### src/rtl/sub_result_stage_if.sv
// sub_result_stage_if: groups the upstream (subtractor -> stage) and
// downstream (stage -> writeback) valid/ready handshakes of sub_result_stage.
// slave  : view taken by the stage itself.
// master : view taken by the agent driving the stage (producer and consumer).
interface sub_result_stage_if;
   logic       in_valid;
   logic       in_ready;
   logic [7:0] in_diff;
   logic       in_borrow;
   logic       in_a_msb;
   logic       in_b_msb;
   logic       out_valid;
   logic       out_ready;
   logic [7:0] out_diff;
   logic [3:0] out_flags;

   modport slave (
      input  in_valid, in_diff, in_borrow, in_a_msb, in_b_msb, out_ready,
      output in_ready, out_valid, out_diff, out_flags
   );

   modport master (
      output in_valid, in_diff, in_borrow, in_a_msb, in_b_msb, out_ready,
      input  in_ready, out_valid, out_diff, out_flags
   );
endinterface

### src/rtl/sub_result_stage.sv
// sub_result_stage: registered result stage behind full_sub_8b.
// Derives {V,N,Z,C} from the subtract result at push time and buffers
// {flags, diff} in a DEPTH-entry FIFO (no full- or empty-bypass).
// Optional macro SUB_RESULT_STICKY_EN: sticky_flags ORs the flags of every
// pushed entry; sticky_clr clears it. Undefined: sticky_flags is tied to 0.
module sub_result_stage #(
   parameter int unsigned DEPTH = 4
) (
   input  logic                     clk,
   input  logic                     rst,
   sub_result_stage_if.slave        bus,
   output logic [$clog2(DEPTH):0]   count,
   input  logic                     sticky_clr,
   output logic [3:0]               sticky_flags
);

   localparam int unsigned AW = $clog2(DEPTH);
   localparam int unsigned CW = AW + 1;
   localparam logic [AW:0] FULL_CNT = DEPTH[AW:0];

   logic [11:0]   mem_q [DEPTH];
   logic [AW-1:0] wptr_q, wptr_d;
   logic [AW-1:0] rptr_q, rptr_d;
   logic [AW:0]   count_q, count_d;
   logic          push, pop;
   logic [3:0]    flags_in;
   logic [11:0]   head;

   // Handshake status and head presentation from registered state only
   always_comb begin
      bus.in_ready  = (count_q != FULL_CNT);
      bus.out_valid = (count_q != '0);
      head          = mem_q[rptr_q];
      bus.out_diff  = bus.out_valid ? head[7:0]  : '0;
      bus.out_flags = bus.out_valid ? head[11:8] : '0;
      count         = count_q;
   end

   // Flag derivation {V,N,Z,C} from the incoming subtract result
   always_comb begin
      flags_in[0] = bus.in_borrow;
      flags_in[1] = (bus.in_diff == 8'h00);
      flags_in[2] = bus.in_diff[7];
      flags_in[3] = (bus.in_a_msb != bus.in_b_msb) && (bus.in_diff[7] != bus.in_a_msb);
   end

   // Next-state for pointers and occupancy
   always_comb begin
      push    = bus.in_valid && bus.in_ready;
      pop     = bus.out_valid && bus.out_ready;
      wptr_d  = push ? wptr_q + AW'(1) : wptr_q;
      rptr_d  = pop  ? rptr_q + AW'(1) : rptr_q;
      count_d = count_q;
      case ({push, pop})
         2'b10:   count_d = count_q + CW'(1);
         2'b01:   count_d = count_q - CW'(1);
         default: count_d = count_q;
      endcase
   end

   // Pointer and occupancy registers; reset discards all entries
   always_ff @(posedge clk) begin
      if (rst) begin
         wptr_q  <= '0;
         rptr_q  <= '0;
         count_q <= '0;
      end else begin
         wptr_q  <= wptr_d;
         rptr_q  <= rptr_d;
         count_q <= count_d;
      end
   end

   // Entry storage; contents are only meaningful where count covers them
   always_ff @(posedge clk) begin
      if (!rst && push) begin
         mem_q[wptr_q] <= {flags_in, bus.in_diff};
      end
   end

`ifdef SUB_RESULT_STICKY_EN
   logic [3:0] sticky_q;

   // Sticky accumulation; a clear coinciding with a push keeps only that entry's flags
   always_ff @(posedge clk) begin
      if (rst) begin
         sticky_q <= '0;
      end else if (sticky_clr) begin
         sticky_q <= push ? flags_in : 4'b0000;
      end else if (push) begin
         sticky_q <= sticky_q | flags_in;
      end
   end

   assign sticky_flags = sticky_q;
`else
   logic unused_sticky_clr;

   assign unused_sticky_clr = sticky_clr;
   assign sticky_flags      = '0;
`endif

endmodule

### src/flat_wrapper.sv
// flat-port wrapper written by rule: the top's interface ports become plain ports
module sub_result_stage_flat 
#(
   parameter int unsigned DEPTH = 4
)
  (clk, rst, count, sticky_clr, sticky_flags, bus_in_valid, bus_in_diff, bus_in_borrow, bus_in_a_msb, bus_in_b_msb, bus_out_ready, bus_in_ready, bus_out_valid, bus_out_diff, bus_out_flags);
  sub_result_stage_if bus_i ();
  input  logic clk;
  input  logic rst;
  output logic [$clog2(DEPTH):0] count;
  input  logic sticky_clr;
  output logic [3:0] sticky_flags;
  input wire logic [$bits(bus_i.in_valid)-1:0] bus_in_valid;
  input wire logic [$bits(bus_i.in_diff)-1:0] bus_in_diff;
  input wire logic [$bits(bus_i.in_borrow)-1:0] bus_in_borrow;
  input wire logic [$bits(bus_i.in_a_msb)-1:0] bus_in_a_msb;
  input wire logic [$bits(bus_i.in_b_msb)-1:0] bus_in_b_msb;
  input wire logic [$bits(bus_i.out_ready)-1:0] bus_out_ready;
  output wire logic [$bits(bus_i.in_ready)-1:0] bus_in_ready;
  output wire logic [$bits(bus_i.out_valid)-1:0] bus_out_valid;
  output wire logic [$bits(bus_i.out_diff)-1:0] bus_out_diff;
  output wire logic [$bits(bus_i.out_flags)-1:0] bus_out_flags;
  assign bus_i.in_valid = bus_in_valid;
  assign bus_i.in_diff = bus_in_diff;
  assign bus_i.in_borrow = bus_in_borrow;
  assign bus_i.in_a_msb = bus_in_a_msb;
  assign bus_i.in_b_msb = bus_in_b_msb;
  assign bus_i.out_ready = bus_out_ready;
  assign bus_in_ready = bus_i.in_ready;
  assign bus_out_valid = bus_i.out_valid;
  assign bus_out_diff = bus_i.out_diff;
  assign bus_out_flags = bus_i.out_flags;
  sub_result_stage #(.DEPTH(DEPTH)) u_core (.clk(clk), .rst(rst), .bus(bus_i), .count(count), .sticky_clr(sticky_clr), .sticky_flags(sticky_flags));
endmodule
### config.mk
export PLATFORM = sky130hd
export DESIGN_NAME = sub_result_stage_flat
export DESIGN_NICKNAME = d
export VERILOG_FILES = /design/src/rtl/sub_result_stage_if.sv /design/src/rtl/sub_result_stage.sv /design/src/flat_wrapper.sv
export SDC_FILE = /design/constraint.sdc
export NUM_CORES = 1
export LEC_CHECK = 0
export ABC_AREA = 1
export CAP_MARGIN = 20
export CORE_ASPECT_RATIO = 1.5
export CORE_MARGIN = 1
export CORE_UTILIZATION = 53
export CTS_CLUSTER_DIAMETER = 60
export DETAILED_ROUTE_END_ITERATION = 8
export GPL_TIMING_DRIVEN = 0
export PLACE_DENSITY = 0.79
export SYNTH_ARGS = -nofsm -noshare
export SYNTH_HDL_FRONTEND = slang
export SYNTH_SLANG_ARGS = --single-unit
### constraint.sdc
create_clock -name clk -period 1.9 [get_ports clk]
set_input_delay 0.475 -clock clk [delete_from_list [all_inputs] [get_ports clk]]
set_output_delay 0.475 -clock clk [all_outputs]
set_load 0.02 [all_outputs]
### Yosys cells after proc, flatten, opt, wreduce, memory -nomap -nowiden

Memory sizes are Yosys's and may differ from the RTL's. A register that Yosys moved wholly into a read port is not among the register bits.
Index checks and enable logic that the tools add are counted.
Widths: inputs -> output; s select.

* output and inout port bits: 21
* register bits: 7
* word-level logic and storage cells: 28
* memories: 1
* bits in writable memories: 48

* equal/unequal tests: 5
* mux-type cells: 7
* add/sub/neg operators: 4
* reductions and logical operators: 8

Memories
* u_core.mem_q: depth 4, width 12, rd ports 1, clocked after Yosys merged registers in 1, wr ports 1, line sub_result_stage.sv:21 `logic [11:0] mem_q [DEPTH];`

Operators by type and width (number)
* $logic_not 8->1: 1
* $mux 8: 1
* $pmux 3 s2: 1
* $add 2x1->2 const B: 2
* $logic_and 1x1->1: 4
* $mux 2: 2
* $mux 4: 1
* $add 3x1->3 const B: 1
* $ne 3x3->1 const B: 1
* $reduce_bool 3->1: 1
* $sub 3x1->3 const B: 1
* $eq 2x1->1 const B: 1
* $eq 2x2->1 const B: 1
* $mux 1: 2
* $ne 1x1->1: 2
* $reduce_bool 2->1: 1
* $logic_not 1->1: 1

### Depth between registers and ports, before layout

* depth in word-level cells: 5
* mapped depth: 13
* depth with buffers taken out: 13

### Worst setup path after synthesis

Ideal clock, no wire load.

* path kind: register to output
* start: reg u_core.count_q[2], in the netlist u_core.count[2]
* end: out bus_out_flags[2]
* cell stages (with the launch flop): 7
* path slack: -177 ps
* path buffers: 2
* arrival: 1602 ps
* path through: dfxtp_1 inv_1 nand2_2 inv_1 buf_2 a21oi_1 buf_4

* longest elaborated chain between the ends: 2

RTL lines
* start: declaration: line sub_result_stage.sv:24 `logic [AW:0] count_q, count_d;`
* start signal: assignment: line sub_result_stage.sv:70 `count_q <= count_d;`
* $reduce_bool 3->1: line sub_result_stage.sv:32 `bus.out_valid = (count_q != '0);`
* net bus_out_valid: line flat_wrapper.sv:20 `output wire logic [$bits(bus_i.out_valid)-1:0] bus_out_valid;`
* $mux 4: line sub_result_stage.sv:35 `bus.out_flags = bus.out_valid ? head[11:8] : '0;`
* end: declaration: line flat_wrapper.sv:22 `output wire logic [$bits(bus_i.out_flags)-1:0] bus_out_flags;`

The timed path passes the listed nets, and every way through them passes these cells.

==> qor.csv <==
stage,metric,value,unit
status,status,"finished, violations left",
status,failed_checks,negative setup slack,
clocking,numCtsBuffers,5,
clocking,ctsHtreeMaxLevel,2,
worst_setup_path,crit_top_cell,buf_4,
placed_design,dpl_cell_area,2700,um2
synth,yosysTopAreaCellShare,57.3,%
worst_setup_path,crit_type,register to primary output,
drt,avgViaCountPerCell,5.25,
sta,grt_setup_unrepaired,true,
sta,max_slew_margin,58.9,%
die,dieArea,4620,um2
clocking,cts_tree,built,
clocking,clk_pin_slew_worst_paths,90,ps
worst_setup_path,cp_max_fo,10,
synth,ys_types,22,
clocking,cts.sinks,53,
power,power.density,1330,nW/um2
sta,fin_ws,-60.8,ps
worst_setup_path,cp-end-kind,primary output,
synth,synthesis.area,2300,um2
global_routing,grt_max_degree,17,
drt,first_pass_iters,4,
layout,design_area,2990,um2
worst_setup_path,crit_path_cell_trace,"inv_2, clkbuf_16, o21ai_4, a21oi_4, buf_4, buf_4",
worst_setup_path,critPathCapture,bus_out_flags[2],
drt,drc_errors,0,
drt,ant_nets,0,
drt,routed-via-count,1644,
global_routing,grt_pass1_vias,1613,
synth,ys_warn_count,0,
layout,drive_gt1_share,24.3,%
worst_setup_path,r2r_start,u_core.count[1],
global_routing,antenna_found_initial,0,
power,irDropWorstVdd,1120,uV
worst_setup_path,crit_slowest_cell,dfxtp_4,
placed_design,dp_cells,301,
placed_design,place_ws,-697,ps
global_routing,track_usage,21.2,%
layout,areaGrowthSynthToFinish,29.6,%
synth,ys_ff_latch,53,
worst_setup_path,path_delay_family,buffers and inverters,
worst_setup_path,cp.required,1420,ps
synth,yosysTopAreaCell,edfxtp_1,
layout,antenna_cells,0,
placed_design,routabilityCongestion,0.789,
sta,min_period,1960,ps
clocking,cts_root_buffer,clkbuf_8,
flow_run,drv_cap,0,
drt,drtIter0Drc,75,
die,initial_core_util,54.8,%
synth,synth-seq-area-share,65.1,%
die,ios,37,
die,fp.dieH,82.8,um
synth,syn-mean-instance-area,10.4,um2
layout,instances_no_fill,313,
sta,hold_viol_final,0,
worst_setup_path,worstSetupStartpointType,register,
die,core,4210,um2
layout,fill_cells,312,
placed_design,hpwl,2.84,mm
sta,finalSetupViolCount,1,
global_routing,grt-ovfl-total,0,
drt,avgRoutedWirePerCell,14.3,um
sta,drv_slew,0,
clocking,clock_latency,300,ps
layout,fin_util,71.0,%
power,power.leakage,1.17,nW
worst_setup_path,reg2regPathDepth,5,
global_routing,grt_pass1_wl,7.13,mm
sta,clock_skew,8.28,ps
sta,whs,493,ps
worst_setup_path,arrival,1490,ps
sta,fin_crit_sh,103,%
die,die_w,55.8,um
worst_setup_path,r2r_slack,90,ps
sta,fmax,510,MHz
sta,tightest_slew,616,ps
clocking,clk_path_buf_depth,2,
worst_setup_path,worstPathBufferInverterCount,4,
synth,synthTopCellsByArea,"edfxtp_1 57%, nor2_1 9.8%, dfxtp_1 7.8%",
worst_hold_path,hold_class,register to register,
clocking,cts-hold-fix-buffers,0,
placed_design,io_buffers,31,
worst_setup_path,critical_path_depth,6,
synth,synthCells,221,
layout,finalNetCount,288,
worst_setup_path,max_stage_delay,410,ps
die,rows,29,
worst_setup_path,timing.rr.end,u_core.mem_q[2][11],
drt,postRouteWirelength,4.48,mm
## worst register-to-register path: cells and delay by family, from the launching register on
| kind | cells | cell delay [ps] |
|---|---|---|
| AO/OA/AOI/OAI | 1 | 140 |
| buffers and inverters | 1 | 130 |
| AND/OR/NAND/NOR | 3 | 790 |
| flip-flops | 1 | 390 |
## per-layer routing
metal	wire length, um	global-route usage (%)
met3	200	3.58
met4	174	14.4
met5	0	0
met2	2510	40.6
met1	1590	21.0
## synth_stat cells (all sizes together)
library cell  number
nor4               1
dfxtp              9
nand3b             1
ha                 5
edfxtp            44
nor2              61
inv               24
fa                 1
nand3              4
o21ai             26
buf               10
a21oi             14
a21boi             1
clkbuf             2
conb               1
nand2             17
## report_power, final
group          internal [W]  leakage [nW]  switching, W  total, W
Clock              0.000342        0.0536      0.000347  0.000689
Combinational      0.000778         0.637       0.00103   0.00181
Sequential          0.00138         0.480     0.0000928   0.00147
## logic make-up after synthesis
logic type,count (synthesis),synth area share (%)
simple gates,84,14.4
flops,53,65.1
compound gates,41,9.17
buf+inv,36,7.55
fa+ha+maj,6,3.58
other cells,1,0.163
## area by class of cell
cell class              instances  area, um2  area share (%)
inverters                      24       90.1            3.02
clock inverters                 1       8.76           0.293
plain buffers                  12        140            4.69
flip-flops and latches         53       1520            50.7
multi-input cells             135        757            25.3
clock buffers                   7       97.6            3.27
repair buffers                 35        322            10.8
well taps                      46       57.6            1.93
## cells in the final DEF, fill, tap and decap left out, drive strengths merged
cell type | netlist | final
inv | 24 | 24
clkbuf | 2 | 10
edfxtp | 44 | 44
conb | 1 | 4
o21ai | 26 | 26
a21oi | 14 | 14
nor2 | 61 | 61
dlygate4sd2 | 0 | 2
dfxtp | 9 | 9
nor4 | 1 | 1
a21boi | 1 | 1
clkinv | 0 | 1
nand3b | 1 | 1
buf | 10 | 25
nand3 | 4 | 4
nand2 | 17 | 17
fa | 1 | 1
ha | 5 | 5
clkdlybuf4s50 | 0 | 15
dlymetal6s2s | 0 | 2
## worst min-delay path by stage
| stage | cells past startpoint | from | endpoint |
|---|---|---|---|
| detailed placement | 2 | u_core.rptr_q[1] | u_core.rptr_q[1] |
| global placement | 2 | u_core.rptr_q[1] | u_core.rptr_q[1] |
| finish | 2 | u_core.rptr_q[1] | register |
| CTS | 2 | u_core.rptr_q[1] | register |
| floorplan | 2 | u_core.rptr_q[1] | register |
| global route | 2 | u_core.rptr_q[1] | register |
## flip-flops by register name, summed over array words and instances, names as in the netlist, named ones only
name           flops
u_core.rptr_q      2
u_core.wptr_q      2
u_core.count       3
u_core.mem_q      44
## stage by stage
stage | total power, W | setup TNS [ps]
finish | 0.00397 | -60.8
global route | 0.00419 | -2960
CTS | 0.00383 | -1380
detailed placement | 0.00303 | -31820
global placement | 0.00300 | -31370
floorplan | 0.00239 | 0
## timing repair
action,CTS,global route
resized for setup,96,35
setup endpoints to repair,60,58
gates cloned,2,0
setup buffers,2,1
pin swaps,6,8
(Power assumes the default switching activity.)
